[config.mk]
export PLATFORM = sky130hd
export DESIGN_NAME = masked_mem_bank
export DESIGN_NICKNAME = d
export VERILOG_FILES = /design/src/rtl/masked_mem_bank.sv
export SDC_FILE = /design/constraint.sdc
export NUM_CORES = 1
export LEC_CHECK = 0
export CAP_MARGIN = 20
export CORE_ASPECT_RATIO = 1.4
export CORE_MARGIN = 4
export CORE_UTILIZATION = 40
export CTS_BUF_LIST = sky130_fd_sc_hd__clkbuf_8 sky130_fd_sc_hd__clkbuf_16
export DETAILED_ROUTE_END_ITERATION = 7
export PLACE_DENSITY = 0.64
export SETUP_SLACK_MARGIN = 0.2
export SYNTH_ARGS = -nofsm -noshare
export SYNTH_HDL_FRONTEND = slang
export SYNTH_SLANG_ARGS = --single-unit
[constraint.sdc]
create_clock -name clk -period 2.25 [get_ports clk]
set_input_delay 0.225 -clock clk [delete_from_list [all_inputs] [get_ports clk]]
set_output_delay 0.225 -clock clk [all_outputs]
set_load 0.02 [all_outputs]
[src/rtl/masked_mem_bank.sv]
// Bit-masked memory bank with a registered, write-first read port (1-cycle latency).
// A DEPTH-cycle INIT sweep zeroes every word after reset or init_req; accesses are dropped while it runs.
module masked_mem_bank #(
  parameter int DATA_W = 8,
  parameter int DEPTH  = 4,
  parameter int ADDR_W = $clog2(DEPTH)
) (
  input  logic              clk,
  input  logic              rst,
  input  logic              init_req,
  input  logic              wr_en,
  input  logic [ADDR_W-1:0] wr_addr,
  input  logic [DATA_W-1:0] wr_data,
  input  logic [DATA_W-1:0] wr_mask,
  input  logic              rd_en,
  input  logic [ADDR_W-1:0] rd_addr,
  output logic [DATA_W-1:0] rd_data,
  output logic              rd_valid,
  output logic              init_busy
);

  typedef enum logic {ST_INIT = 1'b0, ST_IDLE = 1'b1} state_e;

  localparam logic [ADDR_W:0]   DEPTH_W  = (ADDR_W + 1)'(DEPTH);
  localparam logic [ADDR_W-1:0] LAST_IDX = ADDR_W'(DEPTH - 1);

  state_e              state_q, state_d;
  logic [ADDR_W-1:0]   clr_cnt_q, clr_cnt_d;
  logic [DATA_W-1:0]   rd_data_q, rd_data_d;
  logic                rd_valid_q, rd_valid_d;
  logic [DATA_W-1:0]   mem_q [DEPTH];

  logic                wr_in_range, rd_in_range;
  logic                wr_fire, rd_fire;
  logic [DATA_W-1:0]   wr_old, wr_merged, rd_word;

  assign wr_in_range = ({1'b0, wr_addr} < DEPTH_W);
  assign rd_in_range = ({1'b0, rd_addr} < DEPTH_W);

  // State register
  always_ff @(posedge clk or negedge rst) begin
    if (!rst) begin
      state_q   <= ST_INIT;
      clr_cnt_q <= '0;
    end else begin
      state_q   <= state_d;
      clr_cnt_q <= clr_cnt_d;
    end
  end

  // Next-state logic
  always_comb begin
    state_d   = state_q;
    clr_cnt_d = clr_cnt_q;
    case (state_q)
      ST_INIT: begin
        if (clr_cnt_q == LAST_IDX) begin
          state_d   = ST_IDLE;
          clr_cnt_d = '0;
        end else begin
          clr_cnt_d = clr_cnt_q + ADDR_W'(1);
        end
      end
      ST_IDLE: begin
        if (init_req) begin
          state_d   = ST_INIT;
          clr_cnt_d = '0;
        end
      end
      default: begin
        state_d   = ST_INIT;
        clr_cnt_d = '0;
      end
    endcase
  end

  // Output / access-qualification logic; init_req pre-empts any access in the same cycle
  always_comb begin
    init_busy = (state_q == ST_INIT);
    wr_fire   = (state_q == ST_IDLE) && !init_req && wr_en && wr_in_range;
    rd_fire   = (state_q == ST_IDLE) && !init_req && rd_en;
  end

  always_comb begin
    wr_old    = wr_in_range ? mem_q[wr_addr] : '0;
    wr_merged = (wr_old & ~wr_mask) | (wr_data & wr_mask);
    if (!rd_in_range)
      rd_word = '0;
    else if (wr_fire && (wr_addr == rd_addr))
      rd_word = wr_merged;
    else
      rd_word = mem_q[rd_addr];
    rd_valid_d = rd_fire;
    rd_data_d  = rd_fire ? rd_word : rd_data_q;
  end

  always_ff @(posedge clk or negedge rst) begin
    if (!rst) begin
      rd_data_q  <= '0;
      rd_valid_q <= 1'b0;
    end else begin
      rd_data_q  <= rd_data_d;
      rd_valid_q <= rd_valid_d;
    end
  end

  // Storage is deliberately left out of reset; the INIT sweep zeroes it instead
  always_ff @(posedge clk) begin
    if (init_busy)
      mem_q[clr_cnt_q] <= '0;
    else if (wr_fire)
      mem_q[wr_addr] <= wr_merged;
  end

  assign rd_data  = rd_data_q;
  assign rd_valid = rd_valid_q;

endmodule
# Word level (Yosys, flattened, before mapping)
# Memory sizes are Yosys's and may differ from the RTL's. A register that Yosys moved wholly into a read port is not among the register bits.
# Cells that the tools add are included.
# classes
addsub,1
multipliers,0
div,0
order_cmp,0
eq_ne,2
shift,0
mux,13
n_bitwise,5
reduce_logical,6
# ops
op,count
$and A8 B8 Y8,2
$mux W8,1
$not A8 Y8,1
$or A8 B8 Y8,1
$reduce_or A8 Y1,1
$mux W1,7
$mux W2,3
$pmux W2 S2,1
$logic_and A1 B1 Y1,3
$add A2 B1 Y2 const B,1
$eq A2 B2 Y1 const B,1
$logic_not A1 Y1,2
$ne A2 B2 Y1 const B,1
$pmux W1 S2,1
$not A1 Y1,1
# totals
regBits,4
latch_bits,0
ramBits,32
rom_bits,0
in_bits,25
out_inout_bits,10
wordCells,31
memories,1
# mem_list
name,depth,word_bits,read_ports,rd_ports_with_merged_regs,wr,line,text
mem_q,4,8,2,1,1,31,logic [DATA_W-1:0] mem_q [DEPTH];

# Depth between registers and ports, before layout
# depth
word_depth,8
ltp_mapped,6
ltp_nobuf,6

# Least setup slack after synthesis
# OpenSTA, ideal clock, no wires.
# synth_path
kind,register to register
from,register state_q
to,"memory mem_q[0][0], enable pin"
setup_time_ns,0.388
arrival_time_ns,1.413
required_time_ns,1.862
slack_ns,0.449
path_stages_with_launch,4
n_path_buf,1
period_less_slack_ns,1.801
cell_sequence,dfrtp_1 -> nand3b_1 -> buf_6 -> o32ai_1
# synth_via
elab_chain_cells,7
elab_cells_between_ends,9
classes_between,mux (6); reduce/logical (3)
# synth_lines
item,line,text
"start, declared",27,"state_e state_q, state_d;"
"start signal, assigned",46,state_q <= state_d;
$logic_and A1 B1 Y1 (2 in series),80,wr_fire = (state_q == ST_IDLE) && !init_req && wr_en && wr_in_range;
$mux W1,111,else if (wr_fire)
$mux W1,109,if (init_busy)
$mux W1 (implied by the code),112,mem_q[wr_addr] <= wr_merged;
$reduce_or A8 Y1 (no line),-,
$mux W2 (no line) / $mux W1 (equally long branches),-,
"end, declared",31,
# Several ways; a longest one is shown, not always the timed one.

==> results_dict.tcl <==
set metrics [dict create \
    vdd_drop_max_mv 0.444 \
    async_reset_ff_share_pct 27.3 \
    synth_edf_count 32 \
    root_buffer "clkbuf_8" \
    setup-tns-final_ns 0 \
    cpMaxStageDelayCell "clkdlybuf4s50_1" \
    syn_area_per_cell_um2 17.0 \
    synth_area_um2 2120 \
    layout_common_cells "34 x clkdlybuf4s50_1, 32 x edfxtp_1, 12 x dfrtp_1, 11 x buf_4, 9 x nor2_1" \
    grt_usage_pct 16.6 \
    drt-vias-per-instance 5.87 \
    status "completed" \
    die-width_um 69.6 \
    clkLatencyLatePin_ns 0.30 \
    fin_nets 199 \
    powerDensity_nw_per_um2 1110 \
    clock_sinks 44 \
    grt_antenna_before_repair 0 \
    vias 1408 \
    cts_resized 0 \
    utilization_pct 52.3 \
    post-route-min-period_ns 1.84 \
    max_slew_margin_pct 62.6 \
    rsz0062_at_grt "false" \
    yosys-top-cells-area "edfxtp_1 45%, dfrtp_1 14%, mux4_1 8.7%" \
    switching_share_pct 32.2 \
    place_area_um2 2610 \
    maxSlewViolCount 0 \
    syn_nets 151 \
    critPathArrivalTime_ns 2.03 \
    core_um2 5160 \
    worstMarginPinSlew_ns 0.559 \
    finClkSkew_ns 0.00982 \
    grt_overflow 0 \
    port_buffers 34 \
    power_frac_comb_pct 36.0 \
    grt_pass1_wl_mm 8.07 \
    crit_path_end_kind "register" \
    fill_cells 435 \
    p_int_w 0.00203 \
    setup_viol 0 \
    drv_cap 0 \
    final_common_cell "clkdlybuf4s50_1" \
    min_path_type "input pin to async pin" \
    ctsHoldBuffers 0 \
    slowest_delay_ns 0.51 \
    synth_top_area_share_pct 45.3 \
    die-area_um2 6550 \
    critPathBufInv 2 \
    grt_max_degree 14 \
    htreeDepth 2 \
    yosys_warnings 0 \
    dp_hpwl_mm 3.64 \
    wire_per_inst_um 21.2 \
    crit_required_ns 2.44 \
    finish.instance_area_um2 2700 \
    syn_inst 125 \
    seqPwrFrac_pct 47.1 \
    wirelength_mm 5.08 \
    cts_tree "built" \
    cp_top_family "buffers and inverters" \
    synth_ff_type "edfxtp_1" \
    grt_pass1_vias 1500 \
    yosysUniqueCellTypes 27 \
    final_antenna_net_count 0 \
    remaining_drc_errors 0 \
    placementRows 31 \
    synthToLayoutAreaGrowth_pct 27.1 \
    crit_chain "clkdlybuf4s50_1 > buf_4 > mux4_2 > mux2i_1 > nor2_1 > a221o_1" \
    clk_pin_slew_ns 0.08 \
    power.net_switching_w 0.000964 \
    cp_max_fo 5 \
    firstDrtPassIters 4 \
    criticalPathCategory "input pin to register" \
    post-cts-setup-buffers 0 \
    io_pins 35 \
    antenna_cells 0 \
    cellLeakagePower_nw 1.06 \
    finalHoldWorstSlack_ns 0.281 \
    cp-start-kind "input pin" \
    fmax_ghz 0.543 \
    start_util_pct 41.1 \
    drt_iter0_drc 96 \
    yosysTopAreaCell "edfxtp_1" \
    cts_buffer_depth 2 \
    die_h_um 94.2 \
    drive_gt1_share_pct 19.0 \
    synth-seq-cells 44 \
    seq_area_frac_synth_pct 59.4 \
    cts_inserted_buffers 5 \
    clock_power_share_pct 16.9 \
    finalWeightedCongestion 0.824 \
    finalHoldViolCount 0 \
    post-route-period-util_pct 81.8 \
]
## cell usage after synthesis (all sizes together) (2+ instances only)
library cell / instances
mux2i: 8
nand2: 4
o32ai: 2
buf: 4
o22ai: 4
mux4: 16
or2: 2
xor2: 2
dfrtp: 12
inv: 4
edfxtp: 32
nor2: 10
a221o: 8
and3: 8
## power by group through the flow
stage                     Combinational, W  Clock, W  Sequential (W)
after floorplan                   0.000541         0         0.00145
after global placement             0.00106         0         0.00141
after detailed placement           0.00109         0         0.00142
after CTS                          0.00109  0.000519         0.00141
after global routing               0.00115  0.000546         0.00144
final                              0.00108  0.000505         0.00141
## layout make-up
| class | instances | area, um^2 | share of cell area (%) |
|---|---|---|---|
| well taps | 66 | 82.6 | 3.06 |
| clock buffers | 6 | 82.6 | 3.06 |
| multi-input cells | 72 | 803 | 29.8 |
| flip-flops and latches | 44 | 1260 | 46.8 |
| repair buffers | 46 | 443 | 16.4 |
| clock inverters | 2 | 10.0 | 0.371 |
| inverters | 4 | 15.0 | 0.557 |
## sequential cells by signal, indices dropped and copies added, names as in the netlist
signal	cells
clr_cnt_q	2
mem_q	32
rd_data	8
rd_valid	1
state_q	1
## cells by family (layout without fill, tap and decap cells)
group           Yosys count  in the layout  synth area share (%)
simple gates             27             27                  6.72
mux                      24             24                  22.1
fa+ha+maj                 1              1                 0.590
compound gates           18             18                  7.61
xor+xnor                  2              2                 0.826
flops                    44             44                  59.4
buf+inv                   9             58                  2.71
## path summary, 6_finish.rpt
kind	startpoint	end	slack, ns	depth (start not counted)
hold / removal	rst	clr_cnt_q[1]$_DFFE_PN0P_	0.28	1
hold reg to reg	rd_data[6]$_DFFE_PN0P_	rd_data[6]$_DFFE_PN0P_	0.53	1
setup / recovery	wr_addr[0]	rd_data[1]$_DFFE_PN0P_	0.41	6
max in group asynchronous	rst	rd_data[3]$_DFFE_PN0P_	1.60	1
setup reg to reg	state_q$_DFF_PN0_	rd_data[3]$_DFFE_PN0P_	0.47	5
min in group clk	rd_data[6]$_DFFE_PN0P_	rd_data[6]$_DFFE_PN0P_	0.53	1
## routing by layer
| layer | wire length [um] | share of wire, % | GRT usage (%) |
|---|---|---|---|
| met1 | 1960 | 39 | 19.1 |
| met2 | 2680 | 53 | 28.4 |
| met3 | 255 | 5.0 | 4.18 |
| met4 | 188 | 3.7 | 8.63 |
| met5 | 0 | 0 | 0 |
## through the flow
stage	setup slack, ns	total power (W)	cells
after floorplan	0.449	0.00200	125
after CTS	0.371	0.00302	240
after detailed placement	0.0538	0.00251	232
final	0.409	0.00299	240
after global routing	0.287	0.00314	240
after global placement	0.0900	0.00246	232
No activity file was read; power rests on OpenSTA's default activity.
